===== src/rtl/wb_dest_pipe.sv =====
// Write-destination select plus a configurable pipeline of {dest, valid} stages with
// stall/flush, and per-stage source-match flags for the hazard/forwarding unit.
module wb_dest_pipe #(
    parameter int unsigned REG_W    = 5,
    parameter int unsigned STAGES   = 3,
    parameter int unsigned LINK_REG = 31
) (
    input  logic                      clk,
    input  logic                      reset,
    input  logic [1:0]                sel,
    input  logic [REG_W-1:0]          rt_in,
    input  logic [REG_W-1:0]          rd_in,
    input  logic                      reg_write_in,
    input  logic                      stall,
    input  logic                      flush,
    input  logic [REG_W-1:0]          src_a,
    input  logic [REG_W-1:0]          src_b,
    output logic [STAGES*REG_W-1:0]   stage_dest,
    output logic [STAGES-1:0]         stage_valid,
    output logic [STAGES-1:0]         haz_a,
    output logic [STAGES-1:0]         haz_b,
    output logic [REG_W-1:0]          wb_reg,
    output logic                      wb_en
);

    logic [REG_W-1:0]  dest_q [STAGES];
    logic [REG_W-1:0]  dest_d [STAGES];
    logic [STAGES-1:0] valid_q;
    logic [STAGES-1:0] valid_d;
    logic [REG_W-1:0]  dsel;
    logic              nv;

    always_comb begin
        dsel = '0;
        case (sel)
            2'd0:    dsel = rt_in;
            2'd1:    dsel = rd_in;
            2'd2:    dsel = REG_W'(LINK_REG);
            default: dsel = '0;
        endcase
    end

    // Writes to register 0 are stored but never become live.
    assign nv = reg_write_in && (sel != 2'd3) && (dsel != '0);

    always_comb begin
        dest_d[0]  = dsel;
        valid_d[0] = nv;
        for (int unsigned i = 1; i < STAGES; i++) begin
            dest_d[i]  = dest_q[i-1];
            valid_d[i] = valid_q[i-1];
        end
        if (flush) begin
            dest_d[0]  = '0;
            valid_d[0] = 1'b0;
            dest_d[1]  = '0;
            valid_d[1] = 1'b0;
        end else if (stall) begin
            dest_d[0]  = dest_q[0];
            valid_d[0] = valid_q[0];
            dest_d[1]  = '0;
            valid_d[1] = 1'b0;
        end
    end

    always_ff @(posedge clk) begin
        if (reset) begin
            for (int unsigned i = 0; i < STAGES; i++) begin
                dest_q[i] <= '0;
            end
            valid_q <= '0;
        end else begin
            for (int unsigned i = 0; i < STAGES; i++) begin
                dest_q[i] <= dest_d[i];
            end
            valid_q <= valid_d;
        end
    end

    always_comb begin
        stage_dest = '0;
        haz_a      = '0;
        haz_b      = '0;
        for (int unsigned i = 0; i < STAGES; i++) begin
            stage_dest[i*REG_W +: REG_W] = dest_q[i];
            haz_a[i] = valid_q[i] && (dest_q[i] == src_a);
            haz_b[i] = valid_q[i] && (dest_q[i] == src_b);
        end
    end

    assign stage_valid = valid_q;
    assign wb_reg      = dest_q[STAGES-1];
    assign wb_en       = valid_q[STAGES-1];

endmodule


===== config.mk =====
export PLATFORM = sky130hd
export DESIGN_NAME = wb_dest_pipe
export DESIGN_NICKNAME = d
export VERILOG_FILES = /design/src/rtl/wb_dest_pipe.sv
export SDC_FILE = /design/constraint.sdc
export NUM_CORES = 1
export LEC_CHECK = 0
export BUFFER_PORTS_ARGS = -buffer_cell sky130_fd_sc_hd__buf_2
export CORE_UTILIZATION = 44
export DETAILED_ROUTE_END_ITERATION = 8
export HOLD_SLACK_MARGIN = 0.06
export PLACE_DENSITY = 0.77
export REMOVE_ABC_BUFFERS = 1
export SYNTH_ARGS = -nofsm -noshare
export SYNTH_HDL_FRONTEND = slang
export SYNTH_SLANG_ARGS = --single-unit

===== constraint.sdc =====
create_clock -name clk -period 1.25 [get_ports clk]
set_clock_uncertainty 0.15 [all_clocks]
set_input_delay 0.125 -clock clk [delete_from_list [all_inputs] [get_ports clk]]
set_output_delay 0.125 -clock clk [all_outputs]
set_load 0.03 [all_outputs]

==> out/qor.yml <==
final_nets: 220
final-hold-violation-count: 0
arrival_ps: 1490
slew_viol_final: 0
timing.slew.headroom_pct: 81.3
wl_per_cell_um: 13.7
placed_cells: 211
avgSynthCellArea_um2: 9.10
power_density_nw_per_um2: 688
synth_ff_type: "dfxtp_1"
grt_use_total_pct: 22.5
routabilityCongestion: 0.766
h-tree-depth: 1
whs_path_depth: 3
grt_pass1_wl_um: 4280
tightest_slew_ps: 280
setup_violations: 7
pre_cts_ws_ps: -231
async_reset_ff_share_pct: 0
maxCapViolCount: 0
clkLatencyLatePin_ps: 290
timing.critical_path.from_type: "flop"
syn2layout_area_growth_pct: 53.0
nFillCells: 166
hold_path.class: "in -> reg"
grt_pass1_vias: 964
path_clk_slew_ps: 100
rows: 17
rsz0062_at_grt: "true"
path_class: "reg -> out"
violations: "negative setup slack"
start_util_pct: 48.0
synth_top_area_cell: "dfxtp_1"
crit_path_end_kind: "primary output"
grt_max_degree: 14
cp_max_fo: 2
synth_edf_count: 0
route.final.wire_length_um: 3000
dieArea_um2: 2690
die_h_um: 51.8
ys_warn_count: 0
setup_tns_ps: -2770
portBuffers: 56
cts.path.max_buffers: 2
power_uw: 1150
numCtsBuffers: 3
final_cells: 219
viasPerCell: 5.08
status: "finished, violations left"
drive_above_1_share_pct: 52.4
ir_drop_mv: 0.400
hpwl_um: 2240
synth.top_cell.area_share_pct: 33.0
drc: 0
synthTopCellsByArea: "dfxtp_1 33%, xor2_1 19%, buf_4 5.5%, xnor2_1 4.8%, a211o_1 4.0%"
ant_nets: 0
die_width_um: 51.8
antenna_found_initial: 0
ys_seq_area_share_pct: 33.0
antenna_cells: 0
required_ps: 980
synth_cells: 120
period_share_pct: 141
finalCriticalPeriod_ps: 1760
final_util_pct: 73.4
netlist_area_um2: 1090
boundaryPins: 57
root_buffer: "clkbuf_4"
p_leak_uw: 0.000838
core-area_um2: 2280
synth-seq-cells: 18
max_freq_mhz: 568
cts_sinks: 18
drt-initial-drc-count: 9
reg2regPathDepth: 3
finalWorstSetupSlack_ps: -512
vias: 1112
grt_overflow: 0
cts_tree: "done"
synthDistinctLibCells: 24
first_pass_iters: 4
==> sequential cells by signal, summed over array words and instances (netlist names) <==
register     cells
dest_q          15
stage_valid      3
==> worst max-delay path: stages (launching register included) <==
cell     delay [ps]
dfxtp_2         350
xor2_1          170
nor4_2          290
and3_1          240
buf_6           150
==> where the power goes <==
group | total (µW) | switching [µW] | leakage [µW] | internal [µW]
Clock | 284 | 172 | 0.0000138 | 112
Sequential | 592 | 10.4 | 0.000153 | 581
Combinational | 274 | 143 | 0.000672 | 132
Total | 1150 | 325 | 0.000838 | 825
==> what timing repair did <==
item | 4_1_cts | 5_1_grt
buffers inserted | 0 | 1
resized for setup | 24 | 35
setup endpoints to repair | 20 | 20
endpoints found under the hold margin | 12 | 3
pin swaps | 11 | 7
hold buffers | 3 | 1
==> cell families (layout without fill, tap and decap cells) <==
family | after synthesis | after routing | share of synthesized area, %
flops | 18 | 18 | 33.0
buf+inv | 10 | 81 | 6.30
xor+xnor | 30 | 30 | 24.1
compound gates | 13 | 13 | 10.2
simple gates | 49 | 49 | 26.5
==> path summary, 6_finish.rpt <==
kind / start / slack (ps) / end
worst min register to register: dest_q[0][0] / 350 / dest_q[0][0]
worst max-delay path: dest_q[0][2] / -510 / haz_a[0]
worst min-delay path: flush / 40 / dest_q[0][0]
worst max register to register: stage_valid[0] / 160 / stage_valid[0]
==> layout make-up <==
class                           count  area (µm²)  share of cell area (%)
Tap cell                           28        35.0                    2.10
Multi-Input combinational cell     92         696                    41.6
Clock buffer                        3        22.5                    1.35
Sequential cell                    18         380                    22.8
Timing Repair Buffer               78         538                    32.2
==> per-stage QoR <==
step                hold slack, ps  instance area (µm²)
global placement               289                 1470
CTS                           34.2                 1570
detailed placement             305                 1470
finish                        41.9                 1670
global route                  54.0                 1670
floorplan                     46.6                 1020
==> cell usage after synthesis (5+ instances only) <==
| library cell | count |
|---|---|
| nand2_1 | 7 |
| dfxtp_1 | 18 |
| nor3_1 | 6 |
| nor2b_1 | 6 |
| xor2_1 | 24 |
| a21oi_1 | 5 |
| and3_1 | 6 |
| a211o_1 | 5 |
| nand2b_1 | 6 |
| and2_1 | 6 |
| nor4_1 | 6 |
| xnor2_1 | 6 |
| buf_4 | 8 |
==> placed cells by master (no fill, tap or decap), types with 2 or more instances in the layout <==
cell and n:
buf_2 35, buf_4 28, xor2_1 23, dfxtp_2 13, buf_6 8, nand2_1 7, xnor2_1 6, and3_1 6
nand2b_1 6, nor3_1 6, nor2b_1 6, and2_1 6, clkbuf_4 6, a211o_1 5, a21oi_1 5, nor4_2 4
dfxtp_1 4, dlygate4sd3_1 4, nor4_1 2
==> per-layer routing <==
metal	vias up	track usage (%)	routed length [µm]	share of wire, %
met1	506	22.0	1140	38
met4	0	10.8	52	1.7
met5	-	0	0	0
met2	55	45.1	1630	54
li1	546	-	-	-
met3	5	2.92	170	5.7
No activity file was read; power rests on OpenSTA's default activity.
